**src/rtl/request_pkg.sv**
```systemverilog
// rtl/request_pkg.sv - shared types and constants for the memory request unit
package request_pkg;

    typedef enum logic [2:0] {
        IDLE,
        FETCH,
        DECODE,
        DATA,
        COMMIT
    } req_state_t;

    localparam logic [31:0] NOP_INSTR = 32'h0000_0013;
    localparam logic [31:0] WORD_MASK = 32'hFFFF_FFFC;

endpackage

```
**src/rtl/request_unit_latency_counter.sv**
```systemverilog
// rtl/request_unit_latency_counter.sv - fixed-latency hold counter, done on the last hold cycle
module latency_counter #(
    parameter int MAX = 2
) (
    input  logic clk,
    input  logic nRST,
    input  logic clear,
    output logic done
);

    localparam int CW = $clog2(MAX + 1);

    logic [CW-1:0] cnt;

    // Saturates at MAX-1 so a state that lingers never sees the count wrap.
    always_ff @(posedge clk or negedge nRST) begin
        if (!nRST) begin
            cnt <= '0;
        end else if (clear) begin
            cnt <= '0;
        end else if (!done) begin
            cnt <= cnt + CW'(1);
        end
    end

    assign done = (cnt == CW'(MAX - 1));

endmodule

```
**src/rtl/request_unit.sv**
```systemverilog
// rtl/request_unit.sv - serialises fetch, optional load/store and commit onto a single-port RAM
module request_unit
    import request_pkg::*;
#(
    parameter int RAM_LATENCY = 2
) (
    input  logic        clk,
    input  logic        nRST,
    input  logic [31:0] imemaddr,
    input  logic [31:0] dmmaddr,
    input  logic [31:0] dmmstore,
    input  logic        d_read_req,
    input  logic        d_write_req,
    input  logic [31:0] ramload,
    output logic [31:0] imemload,
    output logic [31:0] dmmload,
    output logic        i_ready,
    output logic        d_ready,
    output logic [31:0] ramaddr,
    output logic [31:0] ramstore,
    output logic        Ren,
    output logic        Wen
);

    req_state_t state;
    req_state_t next_state;
    logic       lat_done;
    logic       lat_clear;
    logic       data_write;
    logic       data_visit;

    // Counter restarts whenever the FSM changes state, so every hold begins at zero.
    assign lat_clear = (next_state != state);

    latency_counter #(
        .MAX(RAM_LATENCY)
    ) u_latency (
        .clk  (clk),
        .nRST (nRST),
        .clear(lat_clear),
        .done (lat_done)
    );

    always_ff @(posedge clk or negedge nRST) begin
        if (!nRST) begin
            state <= IDLE;
        end else begin
            state <= next_state;
        end
    end

    always_comb begin
        next_state = state;
        case (state)
            IDLE:    next_state = FETCH;
            FETCH:   if (lat_done) next_state = DECODE;
            DECODE:  next_state = (d_write_req || d_read_req) ? DATA : COMMIT;
            DATA:    if (lat_done) next_state = COMMIT;
            COMMIT:  next_state = FETCH;
            default: next_state = IDLE;
        endcase
    end

    // Write wins over read when the decoder asserts both.
    always_ff @(posedge clk or negedge nRST) begin
        if (!nRST) begin
            data_write <= 1'b0;
            data_visit <= 1'b0;
            imemload   <= NOP_INSTR;
            dmmload    <= '0;
        end else begin
            if (state == DECODE) begin
                data_write <= d_write_req;
                data_visit <= d_write_req || d_read_req;
            end
            if (state == FETCH && lat_done) begin
                imemload <= ramload;
            end
            if (state == DATA && lat_done && !data_write) begin
                dmmload <= ramload;
            end
        end
    end

    always_comb begin
        ramaddr  = '0;
        ramstore = '0;
        Ren      = 1'b0;
        Wen      = 1'b0;
        case (state)
            FETCH: begin
                ramaddr = imemaddr & WORD_MASK;
                Ren     = 1'b1;
            end
            DATA: begin
                ramaddr = dmmaddr & WORD_MASK;
                if (data_write) begin
                    Wen      = 1'b1;
                    ramstore = dmmstore;
                end else begin
                    Ren = 1'b1;
                end
            end
            default: ;
        endcase
    end

    assign i_ready = (state == COMMIT);
    assign d_ready = (state == COMMIT) && data_visit;

endmodule

```
**config.mk**
```make
export PLATFORM = sky130hd
export DESIGN_NAME = request_unit
export DESIGN_NICKNAME = d
export VERILOG_FILES = /design/src/rtl/request_pkg.sv /design/src/rtl/request_unit_latency_counter.sv /design/src/rtl/request_unit.sv
export SDC_FILE = /design/constraint.sdc
export NUM_CORES = 1
export LEC_CHECK = 0
export CAP_MARGIN = 5
export CORE_AREA = 2 2 102 104
export CTS_BUF_LIST = sky130_fd_sc_hd__clkbuf_8
export DETAILED_ROUTE_END_ITERATION = 10
export DIE_AREA = 0 0 104 106
export PLACE_DENSITY = 0.9
export SYNTH_ARGS = -nofsm -noshare
export SYNTH_HDL_FRONTEND = slang
export SYNTH_SLANG_ARGS = --single-unit
```
**constraint.sdc**
```tcl
create_clock -name clk -period 5.2 [get_ports clk]
set_clock_uncertainty 0.15 [all_clocks]
set_input_delay 1.56 -clock clk [delete_from_list [all_inputs] [get_ports clk]]
set_output_delay 1.56 -clock clk [all_outputs]
set_load 0.005 [all_outputs]
```
-- After elaboration in Yosys (flattened, before gate mapping)
Index checks and enable logic that the tools add are counted.
- input port bits: 132
- latch bits: 0
- output and inout bits: 132
- ROM bits: 0
- register bits after elaboration: 71
- memories: 0
- word-level logic and storage cells: 35
- bits in writable memories: 0
- magnitude comparators: 0
- add/sub/neg operators: 1
- multiplexer cells: 13
- bitwise operators: 0
- shifts and indexed selects: 0
- reductions and logical operators: 8
- div/mod/pow operators: 0
- eq/ne operators: 7
- multiply operators: 0
- operator list (operator ; number):
    32-bit 2-to-1 mux ; 2
    32-bit case mux with 2 select lines ; 1
    3-bit case mux with 4 select lines ; 1
    3-bit 2-to-1 mux ; 3
    3-bit by 2-bit == test with 1-bit output (second input constant) ; 2
    1-bit logical AND ; 4
    2-bit 2-to-1 mux ; 2
    3-bit by 1-bit == test with 1-bit output (second input constant) ; 1
    3-bit == test (second input constant) ; 1
    3-bit logical NOT ; 1
    1-bit 2-to-1 mux ; 3
    3-bit inequality test ; 1
    2-bit by 1-bit adder with 2-bit output (second input constant) ; 1
    2-bit by 1-bit == test with 1-bit output (second input constant) ; 1
    2-bit by 1-bit inequality test with 1-bit output (second input constant) ; 1
    1-bit case mux with 2 select lines ; 1
    2-bit OR reduction ; 1
    1-bit logical NOT ; 1
    1-bit logical OR ; 1

-- Longest topological paths before layout
Gate-level depths: netlist of the first run.
- depth after elaboration: 5
- mapped depth: 7

-- Modules after synthesis
From an unflattened synthesis of the first run, not the netlist that was laid out.
- cells, all modules: 253
- area total of the unflattened synthesis: 3437.0 um^2
- modules (own cells, without submodules) (module ; area an instance (um^2) ; times used ; sequential area each (um^2) ; cells an instance):
    request_unit ; 3344.5 ; 1 ; 1730.4 ; 245
    latency_counter ; 92.6 ; 1 ; 50.0 ; 8

-- Worst setup path after synthesis of the first run
Ideal clock, no wire load.
- path type: input to output
- start: in imemaddr[10]
- end: out ramaddr[10]
- buffers on the path: 0
- required time: 3.490 ns
- cell stages on the path: 1
- path slack: 1.733 ns
- data arrival time: 1.757 ns
- path through: a22o_1
- cells in the longest elaborated chain, start to end: 1
- ends and longest elaborated chain (what ; RTL line ; source):
    start, declared ; request_unit.sv:9 ; input logic [31:0] imemaddr,
    32-bit case mux with 2 select lines ; request_unit.sv:90 ; case (state)
    end, declared ; request_unit.sv:19 ; output logic [31:0] ramaddr,
Every way passes these cells.

-- Worst setup path in the final report of the first run
- start: in imemaddr[27]
- end: out ramaddr[27]
The elaborated chain is that of the path after synthesis.

==> impl_metrics.csv, run 1 <==
group,metric,value,unit
place,port_buffers,257,
drt,vias,3035,
clocking,clockRootBuffer,"clkbuf_8",
synthesis,muxShareOfSynthArea,25.0,%
pwr,internal_power,2.29,mW
grt,grt_pass1_vias,3339,
clocking,cts_sinks,71,
cells_and_area,utilization,62.2,%
cells_and_area,fill_cells,789,
pwr,p_per_area,528,nW/um^2
pwr,p_clk_share,13.4,%
sta,min_period_over_period,86.1,%
grt,grt_start_max_net_pins,65,
place,dp_hpwl,8.95,mm
min_path,min-delay-path-class,"register to register",
critical_path,worst_setup_path_start_kind,"primary input",
clocking,clk_path_buf_depth,2,
sta,layout_min_cycle_time,4.48,ns
clocking,htreeDepth,3,
synthesis,yosys_warnings,0,
flow_run,drv_cap,0,
clocking,clock_latency,0.33,ns
die,pin_count,264,
outcome,status,"completed",
sta,slew_viol_final,0,
place,gp_congestion,0.773,
pwr,power.leakage,2.64,nW
drt,dr.pass1.iters,4,
cells_and_area,syn2layout_area_growth,84.0,%
critical_path,end_kind,"output port",
pwr,total_power,3.29,mW
drt,antenna_left,0,
clocking,cts_made_buffers,9,
clocking,ctsResizeCount,0,
critical_path,cpLargestDelayFamily,"buffers and inverters",
die,start_util,33.8,%
synthesis,synth.distinct_cells,27,
critical_path,worst_path_most_repeated_cell,"clkdlybuf4s50_1",
drt,wire_per_inst,18.4,um
sta,tns,0,ns
cells_and_area,layout.nets,629,
clocking,post_cts_buffers,0,
sta,rsz0062_at_grt,"false",
cells_and_area,final-instance-count-excl-fill,637,
synthesis,synth_fa_ha_area_share,0.370,%
die,core_area,10000,sq um
drt,routed_wl,11.7,mm
critical_path,arrival,2.77,ns
drt,routed_via_density,4.76,
die,die-width,104,um
pwr,seqPwrFrac,31.5,%
die,num_rows,37,
synthesis,synth-seq-cells,71,
pwr,switchingPower,996,uW
die,die_h,106,um
critical_path,cp_slowest_cell,"clkdlybuf4s50_1",
sta,max_slew_margin,26.7,%
pwr,switching_share,30.3,%
sta,setup_viol_count_final,0,
place,dpl.cell_count,621,
grt,antenna_found_initial,0,
clocking,cts_tree,"yes",
drt,drt_first_iter_violations,190,
synthesis,synthCells,246,
critical_path,worstPathRequired,3.49,ns
synthesis,yosysSeqAreaShare,52.6,%
critical_path,crit_buf_inv,2,
grt,track_usage,20.4,%
die,dieArea,11000,sq um
synthesis,syn_area_per_cell,13.7,sq um
cells_and_area,n_antenna_cell,0,
clocking,clk_pin_slew,0.08,ns
pwr,pwr-share-comb,55.0,%
grt,gr-total-overflow,0,
cells_and_area,drive_above_1_share,18.2,%
synthesis,synth-simple-area-share,8.84,%
drt,drc,0,
synthesis,netlist_area,3380,sq um
sta,max_freq,223,MHz
synthesis,synth-compound-area-share,8.92,%
critical_path,cp_max_fo,1,
critical_path,cpPeakStageDelay,0.53,ns
sta,worst_hold_slack,0.307,ns
clocking,ctsHoldBuffers,0,
synthesis,synth_xor_xnor_area_share,0,%
critical_path,path_cells,"clkdlybuf4s50_1 -> a22o_1 -> clkdlybuf4s50_1",
sta,worst_slew_pin_slew,1.10,ns
synthesis,synth_top_family_by_area,"multiplexers",
pwr,vdd_drop_max,0.000409,V
grt,grt_pass1_wl,18.0,mm
critical_path,worstSetupPathType,"primary input to output port",
critical_path,rrSetupSlack,2.30,ns
sta,hold_viol,0,
-- metal layers --
layer	GRT usage, %	vias up	part of all wire, %
met5	0	-	0
met4	4.83	0	1.0
met3	7.23	13	7.1
met2	36.1	140	52
met1	23.9	1481	40
li1	-	1401	-
-- power groups by stage --
stage | clock network, mW | registers (mW) | logic [mW]
2_1_floorplan | 0 | 1.01 | 0.755
3_3_place_gp | 0 | 1.02 | 1.78
3_5_place_dp | 0 | 1.04 | 1.82
4_1_cts | 0.453 | 1.04 | 1.83
5_1_grt | 0.481 | 1.07 | 1.92
6_report | 0.441 | 1.04 | 1.81
-- metrics by stage --
step / worst slack, ns / area, sq um
floorplan: 1.73 / 3390
global placement: 0.736 / 6030
detailed placement: 0.729 / 6030
CTS: 0.727 / 6220
global route: 0.721 / 6220
finish: 0.725 / 6220
-- sequential cells by signal (all words and copies together), names as in the netlist --
register	cells
imemload	32
u_latency.cnt	2
data_visit	1
data_write	1
dmmload	32
state	3
-- logic make-up after synthesis --
family | count (synthesis)
other cells | 1
buf+inv | 24
compound gates | 36
mux | 65
fa+ha+maj | 1
simple gates | 48
flops | 71
-- worst paths after layout --
kind                                  startpoint          endpoint  cells past startpoint
worst max-delay path                imemaddr[27]       ramaddr[27]                      3
worst max register to register          state[1]       dmmload[31]                      4
worst min-delay path            u_latency.cnt[0]  u_latency.cnt[0]                      1
max in group asynchronous                   nRST       imemload[0]                      2
min in group asynchronous                   nRST       dmmload[19]                      1
worst min register to register  u_latency.cnt[0]  u_latency.cnt[0]                      1
-- cell type report --
type	count	area (sq um)	area share (%)
timing repair buffer	261	2600	41.7
sequential	71	1780	28.6
multi-input combinational	152	1480	23.7
tap	136	170	2.73
clock buffer	9	124	1.99
clock inverter	7	71.3	1.15
inverter	1	3.75	0.0603
-- synth_stat cells --
master	n	area share, %
a21oi_1	2	0.30
a22o_1	30	7.8
and2_1	2	0.37
and3_1	32	5.9
and3b_1	2	0.52
buf_2	4	0.59
buf_4	2	0.44
buf_6	5	1.7
clkbuf_1	12	1.3
conb_1	1	0.11
dfrtp_1	68	50
dfstp_2	3	2.3
ha_1	1	0.37
inv_1	1	0.11
mux2_2	35	12
mux2_4	30	13
nand2_1	1	0.11
nand2b_1	2	0.37
nor2_1	3	0.33
nor2b_1	1	0.19
nor3_1	2	0.30
nor3_2	1	0.30
nor3b_1	2	0.44
o21a_1	1	0.22
o21bai_1	1	0.22
o22ai_1	1	0.19
o31ai_1	1	0.22
-- placed cells by master, fill, tap and decap left out, types with 3 or more instances in the layout --
| cell | instances |
|---|---|
| buf_4 | 4 |
| dfstp_2 | 3 |
| dfrtp_1 | 68 |
| clkdlybuf4s50_1 | 256 |
| clkbuf_8 | 9 |
| a22o_1 | 30 |
| mux2_4 | 30 |
| and3_1 | 32 |
| mux2_2 | 35 |
(Power assumes the default switching activity.)
==> inputs of run 2 (changes only) <==
--- a/config.mk
+++ b/config.mk
@@ -5,11 +5,13 @@
 export SDC_FILE = /design/constraint.sdc
 export NUM_CORES = 1
 export LEC_CHECK = 0
+export ABC_CLOCK_PERIOD_IN_PS = 5200
 export CAP_MARGIN = 5
 export CORE_AREA = 2 2 102 104
 export CTS_BUF_LIST = sky130_fd_sc_hd__clkbuf_8
 export DETAILED_ROUTE_END_ITERATION = 10
 export DIE_AREA = 0 0 104 106
+export GPL_ROUTABILITY_DRIVEN = 0
 export PLACE_DENSITY = 0.9
 export SYNTH_ARGS = -nofsm -noshare
 export SYNTH_HDL_FRONTEND = slang
==> results of run 2 <==
Final layout, timing and power as in run 1 (identical DEF).
